`src/rtl/uart_frame_bit_counter.sv`:
```
// uart_frame_bit_counter: per-channel UART frame sequencer (START, DATA, optional PARITY, STOP) at bit-period granularity.
// Latency: all outputs registered; phase/bit_idx/busy/frame_done/frame_cnt move one cycle after the qualifying start/step/clear.
// Backpressure: none; start is ignored while busy, step is ignored in IDLE. Optional PARITY phase: define UART_BCNT_PARITY_EN.
module uart_frame_bit_counter #(
  parameter int NUM_CH        = 2,
  parameter int MAX_DATA_BITS = 8,
  parameter int FRAME_CNT_W   = 16,
  localparam int IDX_W        = $clog2(MAX_DATA_BITS),
  localparam int DB_W         = $clog2(MAX_DATA_BITS + 1)
) (
  input  logic                            clock_i,
  input  logic                            reset_i,
  input  logic [NUM_CH-1:0]               start_i,
  input  logic [NUM_CH-1:0]               step_i,
  input  logic [NUM_CH-1:0]               clear_i,
  input  logic [DB_W-1:0]                 data_bits_i,
  input  logic                            parity_en_i,
  input  logic                            stop2_i,
  output logic [3*NUM_CH-1:0]             phase_o,
  output logic [IDX_W*NUM_CH-1:0]         bit_idx_o,
  output logic [NUM_CH-1:0]               busy_o,
  output logic [NUM_CH-1:0]               frame_done_o,
  output logic [FRAME_CNT_W*NUM_CH-1:0]   frame_cnt_o
);

  // Phase encodings are visible on phase_o, so they are fixed values.
  localparam logic [2:0] PH_IDLE   = 3'd0;
  localparam logic [2:0] PH_START  = 3'd1;
  localparam logic [2:0] PH_DATA   = 3'd2;
`ifdef UART_BCNT_PARITY_EN
  localparam logic [2:0] PH_PARITY = 3'd3;
`endif
  localparam logic [2:0] PH_STOP   = 3'd4;

  // Legal data length window and the 8N1 length restored on reset.
  localparam logic [DB_W-1:0] DB_MIN = DB_W'(5);
  localparam logic [DB_W-1:0] DB_MAX = DB_W'(MAX_DATA_BITS);
  localparam logic [DB_W-1:0] DB_RST = DB_W'((MAX_DATA_BITS < 8) ? MAX_DATA_BITS : 8);

  logic [DB_W-1:0] db_clamped;

`ifndef UART_BCNT_PARITY_EN
  // Parity is not built in this configuration; the input is intentionally left unconsumed.
  logic unused_parity_en;
  assign unused_parity_en = parity_en_i;
`endif

  // Clamp the shared data length once; every channel latches this value on an accepted start.
  always_comb begin
    db_clamped = data_bits_i;
    if (data_bits_i < DB_MIN) begin
      db_clamped = DB_MIN;
    end else if (data_bits_i > DB_MAX) begin
      db_clamped = DB_MAX;
    end
  end

  for (genvar c = 0; c < NUM_CH; c++) begin : g_ch
    logic [2:0]             phase_q, phase_d;
    logic [IDX_W-1:0]       idx_q, idx_d;
    logic [DB_W-1:0]        db_q, db_d;
    logic                   stop2_q, stop2_d;
`ifdef UART_BCNT_PARITY_EN
    logic                   par_q, par_d;
`endif
    logic                   done_q, done_d;
    logic                   busy_q;
    logic [FRAME_CNT_W-1:0] cnt_q, cnt_d;
    logic                   more_data;

    // Another data bit follows when the next index is still inside the latched length.
    assign more_data = (DB_W'(idx_q) + DB_W'(1)) < db_q;

    // Frame sequencing: clear wins over start/step; start only lands in IDLE, step only moves a busy channel.
    always_comb begin
      phase_d = phase_q;
      idx_d   = idx_q;
      db_d    = db_q;
      stop2_d = stop2_q;
`ifdef UART_BCNT_PARITY_EN
      par_d   = par_q;
`endif
      done_d  = 1'b0;
      cnt_d   = cnt_q;

      if (clear_i[c]) begin
        phase_d = PH_IDLE;
        idx_d   = '0;
      end else begin
        case (phase_q)
          PH_IDLE: begin
            if (start_i[c]) begin
              phase_d = PH_START;
              idx_d   = '0;
              db_d    = db_clamped;
              stop2_d = stop2_i;
`ifdef UART_BCNT_PARITY_EN
              par_d   = parity_en_i;
`endif
            end
          end
          PH_START: begin
            if (step_i[c]) begin
              phase_d = PH_DATA;
              idx_d   = '0;
            end
          end
          PH_DATA: begin
            if (step_i[c]) begin
              if (more_data) begin
                idx_d = idx_q + IDX_W'(1);
              end
`ifdef UART_BCNT_PARITY_EN
              else if (par_q) begin
                phase_d = PH_PARITY;
                idx_d   = '0;
              end
`endif
              else begin
                phase_d = PH_STOP;
                idx_d   = '0;
              end
            end
          end
`ifdef UART_BCNT_PARITY_EN
          PH_PARITY: begin
            if (step_i[c]) begin
              phase_d = PH_STOP;
              idx_d   = '0;
            end
          end
`endif
          PH_STOP: begin
            if (step_i[c]) begin
              if (stop2_q && (idx_q == '0)) begin
                idx_d = IDX_W'(1);
              end else begin
                phase_d = PH_IDLE;
                idx_d   = '0;
                done_d  = 1'b1;
                cnt_d   = cnt_q + FRAME_CNT_W'(1);
              end
            end
          end
          default: begin
            phase_d = PH_IDLE;
            idx_d   = '0;
          end
        endcase
      end
    end

    // State registers; reset returns the channel to IDLE with the 8N1 configuration latched.
    always_ff @(posedge clock_i) begin
      if (reset_i) begin
        phase_q <= PH_IDLE;
        idx_q   <= '0;
        db_q    <= DB_RST;
        stop2_q <= 1'b0;
`ifdef UART_BCNT_PARITY_EN
        par_q   <= 1'b0;
`endif
        done_q  <= 1'b0;
        busy_q  <= 1'b0;
        cnt_q   <= '0;
      end else begin
        phase_q <= phase_d;
        idx_q   <= idx_d;
        db_q    <= db_d;
        stop2_q <= stop2_d;
`ifdef UART_BCNT_PARITY_EN
        par_q   <= par_d;
`endif
        done_q  <= done_d;
        busy_q  <= (phase_d != PH_IDLE);
        cnt_q   <= cnt_d;
      end
    end

    assign phase_o[c*3 +: 3]                     = phase_q;
    assign bit_idx_o[c*IDX_W +: IDX_W]           = idx_q;
    assign busy_o[c]                             = busy_q;
    assign frame_done_o[c]                       = done_q;
    assign frame_cnt_o[c*FRAME_CNT_W +: FRAME_CNT_W] = cnt_q;
  end

endmodule

```
`config.mk`:
```
export PLATFORM = sky130hd
export DESIGN_NAME = uart_frame_bit_counter
export DESIGN_NICKNAME = d
export VERILOG_FILES = /design/src/rtl/uart_frame_bit_counter.sv
export SDC_FILE = /design/constraint.sdc
export NUM_CORES = 1
export LEC_CHECK = 0
export ABC_AREA = 1
export CORE_MARGIN = 8
export CORE_UTILIZATION = 40
export DETAILED_ROUTE_END_ITERATION = 10
export DONT_BUFFER_PORTS = 1
export HOLD_SLACK_MARGIN = 0.05
export PLACE_DENSITY_LB_ADDON = 0.2
export SETUP_SLACK_MARGIN = 0.02
export SYNTH_ARGS = -nofsm -noshare
export SYNTH_HDL_FRONTEND = slang
export SYNTH_SLANG_ARGS = --single-unit
```
`constraint.sdc`:
```
create_clock -name clock_i -period 2.2 [get_ports clock_i]
set_clock_uncertainty 0.05 [all_clocks]
set_input_delay 0.33 -clock clock_i [delete_from_list [all_inputs] [get_ports clock_i]]
set_output_delay 0.33 -clock clock_i [all_outputs]
set_load 0.01 [all_outputs]
```
==> qor_table.md <==
| Metric | Value | Unit |
| --- | --- | --- |
| Global-route wire length before repair | 13,500 | um |
| Result of the run | complete, no violations | - |
| Post-Synthesis Net Count | 555 | - |
| Placed insts | 627 | - |
| Post-route DRC | 0 | - |
| Total track usage | 14.2 | % |
| Crit path buf inv count | 2 | - |
| Power density of the placed cells | 604 | nW/um^2 |
| Leakage power | 1.58 | nW |
| Endpoint class of the critical path | register | - |
| Final WS setup | 0.253 | ns |
| Clock insertion delay at the later pin of the skew report | 0.34 | ns |
| Number of buffers inserted by port buffering | 0 | - |
| Drt wl/cell | 12.3 | um |
| Antenna cell count | 0 | - |
| Rows | 34 | - |
| Fmax | 514 | MHz |
| Crit path top cell by count | nand2_1 | - |
| Number of buffers created by CTS | 9 | - |
| Residual antenna-violating net count after detailed routing | 0 | - |
| Max transition margin | 58.1 | % |
| Clock-pin slew on the worst setup and hold paths | 0.06 | ns |
| Distinct cells, synth | 35 | - |
| Register bit total from synthesis | 58 | - |
| Worst hold slack | 0.0867 | ns |
| Hold-critical path depth | 2 | - |
| Power consumption | 2.27 | mW |
| EDFF count, synth | 0 | - |
| Half-perimeter wire length after detailed placement | 5770 | um |
| Final core utilization | 44.0 | % |
| Iteration-0 DRC count of the detailed router | 128 | - |
| Post-synthesis average cell area | 6.57 | um^2 |
| Actual transition at the worst max-transition pin | 0.628 | ns |
| Number of max-slew violations in the final report | 0 | - |
| Part of the cycle the worst path needs | 88.5 | % |
| Vertical extent of the die | 109 | um |
| Leading register cell type out of synthesis | dfxtp_1 | - |
| Netlist Area Pre-Place | 3470 | um^2 |
| Vias in the first global route | 2,914 | - |
| Count of mapped cells out of synthesis | 529 | - |
| Global route total overflow | 0 | - |
| Cell area after layout | 3760 | um^2 |
| Sequential element share of the synthesized area | 33.4 | % |
| Number of buffers on the longest clock path | 2 | - |
| Final number of setup-violating endpoints | 0 | - |
| Final net count | 557 | - |
| Detailed-route via count | 3,100 | - |
| Worst endpoint required time | 2.37 | ns |
| Clock root cell | clkbuf_8 | - |
| Number of top-level pins | 62 | - |
| RD Place Congestion | 0.799 | - |
| Crit path kind | register to register | - |
| Worst IR Drop VDD | 313 | uV |
| Warning count from the yosys run | 0 | - |
| Initial standard-cell utilization of the core | 40.6 | % |
| Startpoint of the lowest-slack register-to-register path | g_ch[0].idx_q[0]$_SDFFE_PP0P_ | - |
| Area after DPL | 3540 | um^2 |
| Setup repair after global routing missed its margin | false | - |
| Area added between synthesis and finish | 8.32 | % |
| Share of layout cells above drive strength 1 | 12.5 | % |
| Max FO, Critical Path | 7 | - |
| Fraction of registers with async set/reset | 0 | % |
| Layout Cells excl Fill | 643 | - |
| Worst setup path start | g_ch[0].idx_q[0]$_SDFFE_PP0P_ | - |
| Total routed wirelength | 7940 | um |
| Kind of cell with the highest combined delay on the critical path | simple AND/OR/NAND/NOR gates | - |
| Setup TNS after final layout | 0 | ns |
| Startpoint type of the worst setup path | register | - |
| Worst r2r dst | g_ch[0].busy_q$_SDFF_PP0_ | - |
| Cells traversed along the worst timing path | ha_1 > xnor2_1 > inv_1 > ha_1 > nand2_1 > inv_1 > nand2_1 > nand2_1 > nand2_1 > nand2_1 > nand2_1 > nand2_1 > nand3_1 | - |
| Number of antenna violations at the first check in global routing | 0 | - |
| Total of max-cap violations | 0 | - |
| Area enclosed by the die boundary | 11,900 | um^2 |
| Vias/cell | 4.82 | - |
| Clock sink total | 58 | - |
| TritonCTS clock tree | done | - |
| Die width | 109 | um |
| Final Critical Period | 1.95 | ns |
| Logic depth of the worst register-to-register path | 13 | - |
| Core area | 8550 | um^2 |
| Pin count of the biggest net entering global routing | 25 | - |
| Largest incremental delay on the critical path | 0.51 | ns |
| Setup slack, reg-to-reg | 0.25 | ns |
| Cell type of the slowest stage on the worst timing path | dfxtp_1 | - |
| Post CTS Setup Buffer Count | 0 | - |
| Post-Place Worst Slack | 0.251 | ns |
| Logic depth of the worst path, buffers included | 13 | - |
| Worst path arrival time | 2.12 | ns |
| First-pass iteration count of the detailed router | 6 | - |
| Critical path endpoint | g_ch[0].busy_q$_SDFF_PP0_ | - |
| CTS H-tree depth | 3 | - |
| Final hold violation count | 0 | - |
| Hold Path Class | input pin to register | - |
## where the power goes
part           switching (mW)  internal [mW]
Sequential             0.0204           1.07
Clock                   0.430          0.609
Combinational          0.0945         0.0496
## placed cells by master (no fill, tap or decap), types with 2 or more instances in the layout
cell,n
clkbuf_8,12
nand4_1,11
nand2_1,151
xnor2_1,5
o21ai_0,24
inv_1,72
nor2_8,2
a21oi_1,21
ha_1,12
nor3_1,6
dfxtp_1,58
nand3_1,31
xor2_1,4
nor2_1,67
nor2_2,5
a21oi_2,10
nor3_2,2
nor2_4,3
nand2_2,14
buf_4,3
inv_2,8
## cell usage after synthesis, types with 6 or more instances
library cell | n | share of area, %
nand2_1 | 151 | 16
nand4_1 | 11 | 2.0
inv_1 | 72 | 7.8
dfxtp_1 | 58 | 33
ha_1 | 12 | 4.3
nand2_2 | 14 | 2.5
nor2_1 | 67 | 7.2
a21oi_2 | 10 | 2.5
nor3_1 | 6 | 0.86
a21oi_1 | 21 | 3.0
nand3_1 | 31 | 4.5
o21ai_0 | 24 | 3.5
inv_2 | 8 | 0.86
## cell type report
type / count / area [um^2]
sequential: 58 / 1160
timing repair buffer: 4 / 42.5
clock inverter: 2 / 35.0
tap: 108 / 135
multi-input combinational: 378 / 1920
clock buffer: 13 / 169
fill: 907 / 4790
inverter: 80 / 300
## state kept, by name, indices dropped and copies added, names as in the netlist
register      cells
g_ch.idx_q        6
g_ch.cnt_q       32
g_ch.phase_q      6
g_ch.stop2_q      2
g_ch.done_q       2
g_ch.busy_q       2
g_ch.db_q         8
## worst min-delay path by stage
stage	startpoint	end	slack [ns]
2_1_floorplan	g_ch[0].db_q[1]$_SDFFE_PP0P_	g_ch[0].db_q[1]$_SDFFE_PP0P_	0.39
3_3_place_gp	reset_i	g_ch[1].cnt_q[4]$_SDFFE_PP0P_	0.35
3_5_place_dp	reset_i	g_ch[1].cnt_q[4]$_SDFFE_PP0P_	0.35
4_1_cts	stop2_i	g_ch[1].stop2_q$_SDFFE_PP0P_	0.07
5_1_grt	stop2_i	g_ch[1].stop2_q$_SDFFE_PP0P_	0.08
6_report	stop2_i	g_ch[1].stop2_q$_SDFFE_PP0P_	0.09
## cell families after synthesis
family / synth area share [%]
fa+ha+maj: 4.32
compound gates: 10.0
flops: 33.4
xor+xnor: 2.27
simple gates: 38.7
buf+inv: 11.3
## repair_timing
item	4_1_cts	5_1_grt
endpoints found under the setup margin	0	0
endpoints found under the hold margin	24	0
hold buffers	1	0
resized for setup	0	0
## routing by layer
layer | GRT usage, % | part of all wire [%] | up-vias
met2 | 23.7 | 47 | 67
met3 | 6.03 | 10 | 8
met4 | 4.63 | 1.2 | 0
met1 | 16.1 | 42 | 1369
met5 | 0 | 0 | -
li1 | - | - | 1656
## worst reg2reg max path: stages (launching register included)
cell,delay [ns]
dfxtp_1,0.51
ha_1,0.22
xnor2_1,0.12
inv_1,0.08
ha_1,0.27
nand2_1,0.04
inv_1,0.04
nand2_1,0.04
nand2_1,0.14
nand2_1,0.07
nand2_1,0.06
nand2_1,0.05
nand2_1,0.07
nand3_1,0.06
Power figures use the tool's default switching activity.
